## src/rtl/servo_pwm_pkg.sv

```systemverilog
// servo_pwm_pkg
//   Shared definitions for the six-channel servo PWM path: channel count,
//   angle format and the angle-to-pulse-width map. The control FSM packs
//   its angle word using the same constants.
//   Angle word layout: channel i occupies [ANGLE_W*i +: ANGLE_W].
package servo_pwm_pkg;

    localparam int NUM_SERVOS   = 6;
    localparam int ANGLE_W      = 12;
    localparam int ANGLE_CENTER = 2048;
    localparam int ANGLE_BUS_W  = NUM_SERVOS * ANGLE_W;

    // width = min_ticks + floor(angle * span_ticks / 2^ANGLE_W).
    // The 32-bit product covers 12 + clog2(span_ticks + 1) bits for any
    // practical span, so the shift truncates exactly like the narrow form.
    function automatic int angle_to_width(input logic [ANGLE_W-1:0] angle,
                                          input int                 min_ticks,
                                          input int                 span_ticks);
        logic [31:0] product;
        product = 32'(angle) * 32'(span_ticks);
        return min_ticks + int'(product >> ANGLE_W);
    endfunction

endpackage

```

## src/rtl/servo_tick_gen.sv

```systemverilog
// servo_tick_gen
//   Timing base for the PWM frame: a prescaler dividing the clock down to
//   one tick every CLK_DIV clocks, and a frame counter of FRAME_TICKS ticks.
//   Both are held at zero while enable is low, so re-enabling always starts
//   a fresh frame.
// Ports:
//   clock, reset_n  - clock and asynchronous active-low reset
//   enable          - run the counters; low holds them at zero
//   tick            - high in the last prescaler cycle of each tick
//   boundary        - tick in the last tick of the frame (frame wraps here)
//   frame_cnt       - current tick index within the frame
module servo_tick_gen
    import servo_pwm_pkg::*;
#(
    parameter int CLK_DIV     = 100,
    parameter int FRAME_TICKS = 20000,
    parameter int CNT_W       = $clog2(FRAME_TICKS)
) (
    input  logic             clock,
    input  logic             reset_n,
    input  logic             enable,
    output logic             tick,
    output logic             boundary,
    output logic [CNT_W-1:0] frame_cnt
);

    localparam int PS_W = $clog2(CLK_DIV);

    logic [PS_W-1:0]  prescale_q,  prescale_d;
    logic [CNT_W-1:0] frame_cnt_q, frame_cnt_d;

    assign tick      = enable && (prescale_q == PS_W'(CLK_DIV - 1));
    assign boundary  = tick && (frame_cnt_q == CNT_W'(FRAME_TICKS - 1));
    assign frame_cnt = frame_cnt_q;

    // NOTE: every always_comb output gets a default on entry so no path can
    // leave it unassigned and infer a latch.
    always_comb begin
        prescale_d  = prescale_q;
        frame_cnt_d = frame_cnt_q;
        if (!enable) begin
            prescale_d  = '0;
            frame_cnt_d = '0;
        end else begin
            prescale_d = tick ? '0 : prescale_q + 1'b1;
            if (boundary) begin
                frame_cnt_d = '0;
            end else if (tick) begin
                frame_cnt_d = frame_cnt_q + 1'b1;
            end
        end
    end

    // NOTE: state registers use non-blocking assignment so every flop samples
    // the pre-edge values regardless of block ordering.
    always_ff @(posedge clock or negedge reset_n) begin
        if (!reset_n) begin
            prescale_q  <= '0;
            frame_cnt_q <= '0;
        end else begin
            prescale_q  <= prescale_d;
            frame_cnt_q <= frame_cnt_d;
        end
    end

endmodule

```

## src/rtl/servo_pwm_driver.sv

```systemverilog
// servo_pwm_driver
//   Six-channel RC-servo PWM generator. New angle words are captured into a
//   pending buffer at any time and committed to the active pulse widths only
//   at a frame boundary (or immediately while disabled), so a pulse in
//   flight is never cut short or stretched.
// Ports:
//   clock, reset_n - clock and asynchronous active-low reset
//   angles         - six packed 12-bit angles, channel i at [12*i+11:12*i]
//   angles_valid   - capture strobe for angles
//   enable         - low forces pwm idle and holds the frame counters
//   pwm            - one pulse output per servo
//   frame_start    - one-cycle pulse, coincident with the first pulse cycle
//   update_ack     - one-cycle pulse one cycle after a commit
module servo_pwm_driver
    import servo_pwm_pkg::*;
#(
    parameter int CLK_DIV     = 100,
    parameter int FRAME_TICKS = 20000,
    parameter int MIN_TICKS   = 1000,
    parameter int SPAN_TICKS  = 1000
) (
    input  logic                   clock,
    input  logic                   reset_n,
    input  logic [ANGLE_BUS_W-1:0] angles,
    input  logic                   angles_valid,
    input  logic                   enable,
    output logic [NUM_SERVOS-1:0]  pwm,
    output logic                   frame_start,
    output logic                   update_ack
);

    localparam int CNT_W = $clog2(FRAME_TICKS);
    // MIN_TICKS + SPAN_TICKS < FRAME_TICKS, so a width always fits in CNT_W.
    localparam int W_W   = $clog2(MIN_TICKS + SPAN_TICKS + 1);

    logic             tick;
    logic             boundary;
    logic [CNT_W-1:0] frame_cnt;
    logic             commit;

    logic [ANGLE_BUS_W-1:0] pending_angles_q, pending_angles_d;
    logic                   pending_new_q,    pending_new_d;
    logic                   update_ack_q,     update_ack_d;
    logic                   frame_start_q,    frame_start_d;
    // Set while the counters sit at the very first clock of a frame.
    logic                   frame_head_q,     frame_head_d;

    servo_tick_gen #(
        .CLK_DIV     (CLK_DIV),
        .FRAME_TICKS (FRAME_TICKS),
        .CNT_W       (CNT_W)
    ) u_tick_gen (
        .clock     (clock),
        .reset_n   (reset_n),
        .enable    (enable),
        .tick      (tick),
        .boundary  (boundary),
        .frame_cnt (frame_cnt)
    );

    // A disabled driver has no pulse in flight, so it commits at once.
    assign commit = pending_new_q && (boundary || !enable);

    always_comb begin
        pending_angles_d = angles_valid ? angles : pending_angles_q;
        // A capture on the commit edge keeps the flag set: the commit takes
        // the old word and the new one waits for the next boundary.
        pending_new_d    = angles_valid || (pending_new_q && !commit);
        update_ack_d     = commit;
        // The counters return to the frame head when disabled or when the
        // last tick of the frame expires.
        frame_head_d     = !enable || (tick && frame_cnt == CNT_W'(FRAME_TICKS - 1));
        // Registered from the same counter state as pwm, so both rise together.
        frame_start_d    = enable && frame_head_q;
    end

    always_ff @(posedge clock or negedge reset_n) begin
        if (!reset_n) begin
            pending_angles_q <= {NUM_SERVOS{ANGLE_W'(ANGLE_CENTER)}};
            pending_new_q    <= 1'b0;
            update_ack_q     <= 1'b0;
            frame_start_q    <= 1'b0;
            frame_head_q     <= 1'b1;
        end else begin
            pending_angles_q <= pending_angles_d;
            pending_new_q    <= pending_new_d;
            update_ack_q     <= update_ack_d;
            frame_start_q    <= frame_start_d;
            frame_head_q     <= frame_head_d;
        end
    end

    assign update_ack  = update_ack_q;
    assign frame_start = frame_start_q;

    // Per-channel width register and comparator.
    for (genvar i = 0; i < NUM_SERVOS; i++) begin : g_ch
        logic [W_W-1:0] active_width_q, active_width_d;
        logic           pwm_q, pwm_d;

        always_comb begin
            active_width_d = active_width_q;
            if (commit) begin
                active_width_d = W_W'(angle_to_width(
                    pending_angles_q[ANGLE_W*i +: ANGLE_W], MIN_TICKS, SPAN_TICKS));
            end
            pwm_d = enable && (frame_cnt < CNT_W'(active_width_q));
        end

        always_ff @(posedge clock or negedge reset_n) begin
            if (!reset_n) begin
                active_width_q <= W_W'(MIN_TICKS + SPAN_TICKS / 2);
                pwm_q          <= 1'b0;
            end else begin
                active_width_q <= active_width_d;
                pwm_q          <= pwm_d;
            end
        end

        assign pwm[i] = pwm_q;
    end

endmodule

```

## config.mk

```make
export PLATFORM = sky130hd
export DESIGN_NAME = servo_pwm_driver
export DESIGN_NICKNAME = d
export VERILOG_FILES = /design/src/rtl/servo_pwm_pkg.sv /design/src/rtl/servo_tick_gen.sv /design/src/rtl/servo_pwm_driver.sv
export SDC_FILE = /design/constraint.sdc
export NUM_CORES = 1
export LEC_CHECK = 0
export ABC_AREA = 1
export BUFFER_PORTS_ARGS = -buffer_cell sky130_fd_sc_hd__buf_2
export CORE_ASPECT_RATIO = 1.75
export CORE_UTILIZATION = 55
export CTS_BUF_LIST = sky130_fd_sc_hd__clkbuf_4 sky130_fd_sc_hd__clkbuf_8 sky130_fd_sc_hd__clkbuf_16
export DETAILED_ROUTE_END_ITERATION = 7
export GPL_ROUTABILITY_DRIVEN = 0
export HOLD_SLACK_MARGIN = 0.15
export PLACE_DENSITY = 0.73
export SLEW_MARGIN = 15
export SYNTH_ARGS = -nofsm -noshare
export SYNTH_HDL_FRONTEND = slang
export SYNTH_SLANG_ARGS = --single-unit
```

## constraint.sdc

```tcl
create_clock -name clock -period 5.85 [get_ports clock]
set_clock_uncertainty 0.05 [all_clocks]
set_input_delay 0.585 -clock clock [delete_from_list [all_inputs] [get_ports clock]]
set_output_delay 0.585 -clock clock [all_outputs]
set_load 0.01 [all_outputs]
```

Word level (Yosys, flattened, before mapping)
Cells that the tools add are included.
{"block": "word_totals", "reg_bits": 170, "output_inout_bits": 8, "wordCells": 62}
{"block": "classes", "n_addsub": 8, "multipliers": 6, "magnitude_cmp": 6, "eq_ne": 3, "muxes": 5, "n_reduce_logical": 15}
{"op": "$mul 12x7->19 const B", "n": 6}
{"op": "$lt 15x11->1", "n": 6}
{"op": "$add 10x10->11 const A", "n": 6}
{"op": "$mux 15", "n": 3}
{"op": "$add 15x1->15 const B", "n": 1}
{"op": "$eq 15x15->1 const B", "n": 1}
{"op": "$mux 7", "n": 2}
{"op": "$logic_and 1x1->1", "n": 11}
{"op": "$add 7x1->7 const B", "n": 1}
{"op": "$eq 7x7->1 const B", "n": 1}
{"op": "$ne 3x1->1 const B", "n": 1}
{"op": "$logic_not 1->1", "n": 2}
{"op": "$logic_or 1x1->1", "n": 2}

Logic depth before layout (Yosys ltp)
Gate-level depths: netlist of run 1.
{"block": "depth", "ltp_word": 8, "depth_mapped": 25}

Hierarchy
From an unflattened synthesis of run 1, not the netlist that was laid out.
{"block": "hier_totals", "cells_unflattened": 2794, "hier_area_um2": 22121.2}
{"mod": "servo_pwm_driver", "n_inst": 1, "cells_each": 2618, "area_each_um2": 20762.4, "seq_area_each_um2": 3764.9}
{"mod": "servo_tick_gen", "n_inst": 1, "cells_each": 176, "area_each_um2": 1358.8, "seq_area_each_um2": 550.5}

Worst setup path before layout of run 1
Ideal clock, no wire load.
{"block": "synth_path", "kind": "flip-flop to flip-flop", "from": "register pending_angles_q[17]", "to": "register g_ch[1].active_width_q[9]", "arrival_time_ps": 4225, "required_time_ps": 5683, "slack_ps": 1458, "stages_incl_launch_ff": 23, "period_less_slack_ps": 4392, "cell_sequence": "dfrtp_1 inv_1 fa_1 fa_1 inv_1 fa_1 inv_1 fa_1 inv_1 ha_1 nand2_1 inv_1 a21oi_2 nand3_1 nand2_1 nand2_1 ha_1 inv_1 nand3_1 nor2_1 nand3_1 nand3_1 nand2_1"}
{"block": "synth_via", "elab_chain_cells": 2}
{"element": "from (decl)", "line": "servo_pwm_driver.sv:41", "rtl": "logic [ANGLE_BUS_W-1:0] pending_angles_q, pending_angles_d;"}
{"element": "from (signal assigned)", "line": "servo_pwm_driver.sv:79", "rtl": "pending_angles_q <= {NUM_SERVOS{ANGLE_W'(ANGLE_CENTER)}};"}
{"element": "from (signal assigned)", "line": "servo_pwm_driver.sv:85", "rtl": "pending_angles_q <= pending_angles_d;"}
{"element": "$mul 12x7->19", "line": "servo_pwm_pkg.sv:20", "rtl": "product = 32'(angle) * 32'(span_ticks);"}
{"element": "$add 10x10->11", "line": "servo_pwm_pkg.sv:21", "rtl": "return min_ticks + int'(product >> ANGLE_W);"}
{"element": "to (signal assigned)", "line": "servo_pwm_driver.sv:112", "rtl": "active_width_q <= W_W'(MIN_TICKS + SPAN_TICKS / 2);"}
{"element": "to (signal assigned)", "line": "servo_pwm_driver.sv:115", "rtl": "active_width_q <= active_width_d;"}
{"element": "to (decl)", "line": "servo_pwm_driver.sv:98", "rtl": "logic [W_W-1:0] active_width_q, active_width_d;"}
No other way between the ends.
A chain may end at the register's enable or synchronous reset.

Final worst setup path of run 1
{"block": "layout_path", "from": "register pending_angles_q[66]", "to": "register g_ch[5].active_width_q[9]"}
{"block": "layout_via", "elab_chain_cells": 2}
{"element": "$mul 12x7->19", "line": "servo_pwm_pkg.sv:20"}
{"element": "$add 10x10->11", "line": "servo_pwm_pkg.sv:21"}
{"element": "to (signal assigned)", "line": "servo_pwm_driver.sv:112"}
{"element": "to (signal assigned)", "line": "servo_pwm_driver.sv:115"}
{"element": "to (decl)", "line": "servo_pwm_driver.sv:98"}
No other way between the ends.

==> run metrics, run 1 <==
area grow syn2layout 6.82%; Top FF cell, synth dfrtp_1; Syn Nets 3,372; Initial Util 56.1%; DIE WIDTH 152 µm; synthesized area per cell 7.84 µm²; CP Max Fanout 7; ANT cells 0; root buffer cell clkbuf_16; Yosys reg bits 170; drt first pass iters 7; DRT iter0 DRCs 503; CP endpoint kind flop; Rows 95; Max-cap violations 0; Die ar. 0.0401 mm²; fin crit period 4.77 ns; Max H-tree Level 4; first-pass GRT wire length 80.0 mm; library cells used by synthesis 38; drt drc 0; Yosys top cell area share 20.6%; vias per cell 5.17; Inserted Clock Buffers 17; core box area 0.0385 mm²; Max Fclk 0.210 GHz; Worst Path Arrival 5.08 ns; Die Y 264 µm; cell count after synthesis 2,754; Total Wirelength 45.6 mm; number of flops mapped to enable cells by yosys 0; # resized after CTS 0; final hold viol count 0; sequential share of the synthesized area 20.0%; flop-to-flop setup slack 1.08 ns; worst-skew pair later-pin latency 0.47 ns; nature of the critical path startpoint flop; Setup TNS Final 0 ns; vias 17,200; Hold Buf Count CTS 1; TritonCTS clock tree yes; unrepaired setup endpoints after global routing no; number of global-route vias before repair 18,400; Netlist Area Pre-Place 0.0216 mm²; synth warn 0; outcome finished, final reports clean; final setup violation count 0; relative max-transition margin 35.9%; clock slew at reported path FFs 0.08 ns; total track usage 24.9%; Port Buffers 83; wire length per cell 13.7 µm; dominant cell type by area after synthesis fa_1; crit share post-route 81.5%; Post-DRT Antenna Nets 0; total clock sinks 170; I/O pin cnt 84; clock buffer depth 2; required time at the worst-slack endpoint 6.16 ns; post-CTS setup buffer count 0; Fin Hold WS 0.265 ns; DP HPWL 37.7 mm; Slew @ Worst Pin 0.961 ns; share of cells above drive strength 1 6.90%; gr ovfl total 0; max-slew violation count 0; final net count 3,445; HP Class in -> reg; pin count of the biggest net entering global routing 80; largest cells by area after synthesis fa_1, ha_1, dfrtp_1, nand2_1, inv_1; initial antenna violation count 0; critical path type reg -> reg; Post-synth ARST share 100%; final core utilization 59.9%
-- logic make-up (layout without fill, tap and decap cells) --
logic type | after synthesis | after routing | synth area share [%]
flops | 170 | 170 | 20.0
fa+ha+maj | 542 | 542 | 39.1
simple gates | 1039 | 1039 | 19.7
xor+xnor | 37 | 37 | 1.50
mux | 16 | 16 | 0.835
compound gates | 260 | 260 | 6.63
buf+inv | 690 | 776 | 12.2
-- worst max-delay path, stage by stage (launching register included) --
cell     delay [ns]
dfrtp_1        0.54
fa_1           0.56
inv_1          0.05
fa_1           0.54
inv_1          0.06
fa_1           0.57
fa_1           0.43
ha_1           0.39
nand2_1        0.17
inv_1          0.07
a21oi_2        0.19
nand3_1        0.09
nand2_1        0.06
nand2_1        0.11
ha_1           0.23
inv_1          0.07
nand3_1        0.07
nor2_1         0.13
nand3_1        0.09
nand3_1        0.11
nand2_1        0.07
-- area by class of cell --
| class | count | area, µm² |
|---|---|---|
| Inverter | 655 | 2460 |
| Clock inverter | 15 | 151 |
| Timing Repair Buffer | 89 | 472 |
| Multi-Input combinational cell | 1894 | 14600 |
| Tap cell | 485 | 607 |
| Clock buffer | 17 | 425 |
| Sequential cell | 170 | 4320 |
| Fill cell | 3517 | 15400 |
-- metrics by stage --
step / setup slack [ns] / std cells / cell area [µm²]
6_report: 1.08 / 3325 / 23100
3_3_place_gp: 1.13 / 3292 / 22500
3_5_place_dp: 1.08 / 3292 / 22500
4_1_cts: 1.05 / 3325 / 23100
5_1_grt: 0.705 / 3325 / 23100
2_1_floorplan: 1.46 / 2754 / 21600
-- metal layers --
layer  up-vias  GRT usage, %  routed length (µm)
li1       8606             -                   -
met4         0          10.9                1710
met3       125          2.69                1010
met1      8136          24.6               17000
met2       311          49.7               26000
met5         -             0                   0
-- cell usage in the layout, fill, tap and decap left out, drive strengths merged --
master / count
inv: 662
o21ai: 122
o31ai: 1
nand3b: 12
dfstp: 49
fa: 222
nor3: 39
o2111ai: 4
clkbuf: 17
xnor2: 24
o211ai: 4
nor4: 1
nand4: 30
clkinv: 5
a211oi: 8
buf: 88
o21bai: 13
a2111oi: 4
nand2: 700
dlygate4sd3: 1
o21a: 1
a21oi: 95
nand3: 99
ha: 320
clkinvlp: 3
nor2: 145
and3: 1
and2: 12
xor2: 13
o22ai: 1
dfrtp: 121
a31oi: 7
mux2: 16
-- flip-flops by register name, summed over array words and instances (netlist names) --
name and cells:
pending_angles_q 72, g_ch.active_width_q 66, u_tick_gen.frame_cnt 15, u_tick_gen.prescale_q 7
g_ch.pwm_q 6, frame_head_q 1, frame_start 1, pending_new_q 1
update_ack 1
-- cells in the mapped netlist, types with 3 or more instances --
cell and instances:
fa_1 222, o21bai_1 13, a21oi_1 89, xor2_1 13, a31oi_1 7, nand3b_1 12
nor2_1 144, xnor2_1 24, buf_2 11, ha_1 320, inv_1 651, nand4_1 30
dfrtp_1 121, nand3_1 99, clkbuf_1 15, a21oi_2 6, a211oi_1 8, and2_1 12
mux2_2 16, o21ai_0 104, nor3_1 38, dfstp_2 49, inv_2 3, a2111oi_0 4
o21ai_1 18, o2111ai_1 4, o211ai_1 4, buf_4 8, nand2_1 700
-- worst paths after layout --
path | startpoint | endpoint | cells after the start
worst max-delay path | pending_angles_q[66] | g_ch[5].active_width_q[9] | 20
worst min-delay path | angles[32] | pending_angles_q[32] | 3
worst max register to register | pending_angles_q[66] | g_ch[5].active_width_q[9] | 20
worst min register to register | u_tick_gen.prescale_q[0] | u_tick_gen.prescale_q[0] | 1
max in group asynchronous | reset_n | g_ch[2].active_width_q[0] | 3
min in group asynchronous | reset_n | pending_angles_q[3] | 2
Power of run 1 is not shown: default switching activity piles up to over one toggle a cycle in this logic, so the estimate is an artifact.
==> inputs of run 2 (changes only) <==
Settings changed: PLACE_DENSITY 0.73 to 0.76.
Clock period 5.85 ns to 3.9 ns, I/O delays scaled along.
==> run 2 against run 1 <==
  * The flow now finishes with violations (setup timing)
  * Fmax up 3.3%
  * Count of clock-buffer cells in the layout up 1
  * Flip-flop and latch count stayed put
  * Design area grew 25%
  * Sequential share of layout area is 3.7 points lower
  * Die area is the same
==> run metrics, run 2 (synthesis results as in run 1) <==
hold depth 3 (unchanged); DIE WIDTH 152 µm (unchanged); number of global-route vias before repair 21,100 (+15%); area grow syn2layout 33.5%; required time at the worst-slack endpoint 4.26 ns (-1.90 ns); nature of the critical path startpoint flop; Post-DRT Antenna Nets 0 (unchanged); Reg2Reg Depth 24 (+20%); total clock sinks 170 (unchanged); family with the most delay on the worst path adder cells; Rows 95 (unchanged); final core utilization 74.9% (+15 points); max-slew violation count 0 (unchanged); gr ovfl total 0 (unchanged); Inserted Clock Buffers 17 (unchanged); DRT iter0 DRCs 1,011 (+100%); crit path cell chain buf_4 -> fa_1 -> fa_1 -> inv_1 -> fa_1 -> fa_1 -> inv_1 -> ha_4 -> nand2_2 -> inv_1 -> nand2_1 -> nand2_1 -> nand2_2 -> nand3_2 -> nand2_1 -> nand2_2 -> ha_4 -> inv_4 -> nand3_4 -> nor2_4 -> nand2_1 -> nand2_1 -> nand3_2 -> nand2_2; crit share post-route 118% (+37 points); vias 20,100 (+17%); Die ar. 0.0401 mm² (unchanged); max reg flops 72 (unchanged); Max Fclk 0.217 GHz (+3.3%); share of cells above drive strength 1 31.6% (+25 points); dpl cells 3,549 (+7.8%); Port Buffers 83 (unchanged); Buf/Inv on CP 5 (+1); pin count of the biggest net entering global routing 69 (-14%); cell count along the critical path 24 (+20%); fin worst setup slack -0.715 ns (-1.80 ns); I/O pin cnt 84 (unchanged); Crit path top cell by count nand2_1; core box area 0.0385 mm² (unchanged); vias per cell 5.40 (+4.5%); Total Wirelength 61.2 mm (+34%); Slew @ Worst Pin 1.06 ns (+0.0975 ns); Max-cap violations 0 (unchanged); final net count 3,846 (+12%); worst-skew pair later-pin latency 0.47 ns (about the same); most common cell after layout, fill and taps aside inv_1; outcome finished with violations; wire length per cell 16.4 µm (+20%); fin area 0.0288 mm² (+25%); relative max-transition margin 29.5% (-6.4 points); CP Max Fanout 4 (-3); clock slew at reported path FFs 0.07 ns (about the same); fin crit period 4.62 ns (-0.154 ns); most frequent cells in the layout inv_1, nand2_1, buf_4, ha_1, fa_1; Worst path max stage delay 0.53 ns (-0.04 ns); pre-CTS WS -0.494 ns (-1.58 ns); Die Y 264 µm (unchanged); final hold viol count 0 (unchanged); Slowest cell on crit path fa_1; fin cells 3,726 (+12%); Worst Path Arrival 4.97 ns (-0.11 ns); HP Class in -> reg; failing checks setup timing; placed cell areas 0.0250 mm² (+11%); total track usage 28.9% (+4.1 points); TritonCTS clock tree yes; ANT cells 0 (unchanged); Max H-tree Level 4 (unchanged); drt drc 0 (unchanged); DP HPWL 41.1 mm (+9.1%); unrepaired setup endpoints after global routing yes; clock buffer depth 2 (unchanged); first-pass GRT wire length 92.3 mm (+15%); Most flops, register pending_angles_q; initial antenna violation count 0 (unchanged); CP endpoint kind flop; drt first pass iters 7 (unchanged); critical path type reg -> reg; final setup violation count 53 (+53); root buffer cell clkbuf_16; Initial Util 56.1% (unchanged)
-- run 2: worst paths after layout --
kind	slack, ns	start	end
hold reg to reg	0.42	g_ch[5].active_width_q[6]	g_ch[5].active_width_q[6]
min in group asynchronous	0.46	reset_n	pending_angles_q[24]
hold / removal	0.38	angles_valid	pending_angles_q[27]
setup reg to reg	-0.72	pending_angles_q[14]	g_ch[1].active_width_q[9]
max in group asynchronous	2.43	reset_n	g_ch[4].active_width_q[3]
setup / recovery	-0.72	pending_angles_q[14]	g_ch[1].active_width_q[9]
-- run 2: per-layer routing --
layer / vias up / share of wire [%] / GRT usage, %
met4: 0 / 6.7 / 17.3
met1: 9693 / 35 / 27.9
li1: 9443 / - / -
met5: - / 0 / 0
met3: 318 / 3.7 / 3.89
met2: 666 / 55 / 56.0
-- run 2: area by class of cell --
class / count / area [µm²]
well taps: 485 / 607
flip-flops and latches: 170 / 4340
multi-input cells: 1894 / 16900
fillers: 2506 / 9680
repair buffers: 490 / 3830
inverters: 655 / 2490
clock inverters: 14 / 206
clock buffers: 18 / 439
-- run 2: repair_timing --
item	in CTS	in global routing
setup endpoints to repair	48	60
gates resized for setup	195	305
hold endpoints to repair	122	0
setup buffers	38	36
pin swaps	132	197
hold buffers	74	0
-- run 2: worst register-to-register path: stages (launching register included) --
cell	delay (ns)
dfrtp_1	0.40
buf_4	0.15
fa_1	0.48
fa_1	0.53
inv_1	0.05
fa_1	0.47
fa_1	0.51
inv_1	0.07
ha_4	0.25
nand2_2	0.10
inv_1	0.06
nand2_1	0.07
nand2_1	0.12
nand2_2	0.12
nand3_2	0.13
nand2_1	0.11
nand2_2	0.12
ha_4	0.20
inv_4	0.07
nand3_4	0.07
nor2_4	0.14
nand2_1	0.06
nand2_1	0.09
nand3_2	0.07
nand2_2	0.08
-- run 2: metrics by stage --
step | hold slack, ns | setup TNS (ns)
floorplan | 0.0444 | -1.59
global placement | 0.394 | -8.77
detailed placement | 0.399 | -13.93
CTS | 0.392 | -9.58
global route | 0.435 | -29.57
finish | 0.385 | -18.77
Power of run 2 is left out for the same reason.
==> inputs of run 3 (changes only) <==
Settings changed: CELL_PAD_IN_SITES_DETAIL_PLACEMENT from default to 1, CELL_PAD_IN_SITES_GLOBAL_PLACEMENT from default to 1, CORE_UTILIZATION 55 to 44, PLACE_DENSITY 0.76 to 0.8.
==> run 3 against run 2 <==
  * The run still ends with setup timing left
  * Register-to-register slack worse by 0.18 ns
  * First-iteration DRC count is 2.7% higher
  * Routed wire length is 43% higher
  * Via count is 6.9% higher
  * Core utilization is 14 points lower
  * Hold slack worse by 0.22 ns
  * Design area is 2.3% higher
  * Critical path type unchanged
  * Largest cell class unchanged
==> run metrics, run 3 (synthesis results as in run 1) <==
hold depth 3 (unchanged); unrepaired setup endpoints after global routing yes; Post-DRT Antenna Nets 0 (unchanged); Die Y 295 µm (+12%); r2r startpoint pending_angles_q[5]; DRT iter0 DRCs 1,038 (+2.7%); share of cells above drive strength 1 34.1% (+2.5 points); Most flops, register pending_angles_q; Total Wirelength 87.4 mm (+43%); Initial Util 44.4% (-12 points); first-pass GRT wire length 118 mm (+28%); initial antenna violation count 0 (unchanged); Inserted Clock Buffers 17 (unchanged); total track usage 30.2% (+1.2 points); I/O pin cnt 84 (unchanged); final hold viol count 0 (unchanged); vias 21,500 (+6.9%); Worst Path Arrival 5.17 ns (+0.20 ns); final net count 3,880 (+0.88%); ANT cells 0 (unchanged); Slew @ Worst Pin 0.850 ns (-0.209 ns); Setup crit start pending_angles_q[5]; GRT Max-Usage Layer met2; required time at the worst-slack endpoint 4.28 ns (+0.02 ns); fin area 0.0295 mm² (+2.3%); crit share post-route 123% (+4.6 points); vias per cell 5.48 (+1.4%); CP Max Fanout 5 (+1); most frequent cells in the layout inv_1, nand2_1, buf_4, ha_1, fa_1; Rows 107 (+13%); Die ar. 0.0500 mm² (+25%); fin worst setup slack -0.893 ns (-0.178 ns); number of global-route vias before repair 24,100 (+14%); fin crit period 4.79 ns (+0.178 ns); DP HPWL 51.7 mm (+26%); TritonCTS clock tree yes; Max H-tree Level 4 (unchanged); total clock sinks 170 (unchanged); HP Class in -> reg; pin count of the biggest net entering global routing 81 (+17%); clock slew at reported path FFs 0.08 ns (about the same); M2 GR Usage 62.0% (+6.0 points); root buffer cell clkbuf_16; placed cell areas 0.0254 mm² (+1.5%); dpl cells 3,740 (+5.4%); fin cells 3,929 (+5.4%); Port Buffers 83 (unchanged); met1 GRT Util 27.4% (-0.46 points); worst-skew pair later-pin latency 0.48 ns (about the same); failing checks setup timing; most common cell after layout, fill and taps aside inv_1; max-slew violation count 0 (unchanged); nature of the critical path startpoint flop; drt drc 0 (unchanged); Max-cap violations 0 (unchanged); core box area 0.0486 mm² (+26%); met3 usage 3.13% (-0.75 points); DIE WIDTH 169 µm (+12%); pre-CTS WS -0.587 ns (-0.0925 ns); relative max-transition margin 42.8% (+13 points); wire length per cell 22.3 µm (+35%); Reg2Reg Depth 21 (-13%); area grow syn2layout 36.5%; critical path type reg -> reg; Hold Crit Start angles[49]; Max Fclk 0.209 GHz (-3.7%); drt first pass iters 5 (-2); flop-to-flop setup slack -0.89 ns (-0.18 ns); clock buffer depth 2 (unchanged); outcome finished with violations; max reg flops 72 (unchanged); CP endpoint kind flop; final setup violation count 63 (+19%); gr ovfl total 0 (unchanged)
-- run 3: changes by cell type in the layout (fill, tap and decap cells not counted), sizes merged --
cell	previous run	this run
dlygate4sd3	74	73
clkbuf	18	22
buf	416	450
inv	660	658
clkinvlp	2	3
bufinv	4	2
-- run 3: critical path, stage by stage (launching register included) --
cell	delay [ns]
dfrtp_2	0.46
buf_6	0.14
fa_1	0.55
inv_2	0.05
fa_2	0.51
fa_2	0.61
inv_2	0.06
fa_2	0.59
ha_4	0.24
nand2_4	0.11
inv_4	0.05
a21oi_4	0.20
nor2_1	0.12
nor2_1	0.17
nand2_1	0.08
nand2_1	0.10
nand2_2	0.10
nor2_4	0.13
nand3b_1	0.14
nand2_1	0.11
nand2_1	0.06
nand2_1	0.10
-- run 3: layout make-up --
class	instances	area, µm²
Sequential cell	170	4340
Clock inverter	11	136
Fill cell	5718	19100
Clock buffer	21	468
Multi-Input combinational cell	1894	17100
Inverter	655	2510
Tap cell	654	818
Timing Repair Buffer	524	4100
-- run 3: what timing repair did --
item	4_1_cts	5_1_grt
gates resized for setup	242	341
setup endpoints to repair	58	65
pin swaps	170	220
gates cloned	0	0
hold buffers	73	0
endpoints found under the hold margin	113	0
setup buffers	46	48
-- run 3: through the flow --
step                TNS, ns  util (%)  hold WS (ns)
global placement     -11.70      52.3         0.395
floorplan             -1.59         -        0.0444
CTS                  -14.76      57.6         0.200
global route         -39.03      60.7         0.224
detailed placement   -18.88      52.3         0.408
finish               -31.16      60.7         0.162
-- run 3: worst paths after layout --
check                                       endpoint
max                        g_ch[0].active_width_q[8]
min                             pending_angles_q[49]
max reg2reg                g_ch[0].active_width_q[8]
min reg2reg                g_ch[4].active_width_q[8]
max in group asynchronous  g_ch[1].active_width_q[7]
min in group asynchronous       pending_angles_q[28]
-- run 3: routing by layer --
layer	vias up	routed length (µm)
met3	467	2800
met4	0	6980
met1	10800	29200
li1	9489	-
met2	784	48400
met5	-	0
Power of run 3 is left out for the same reason.
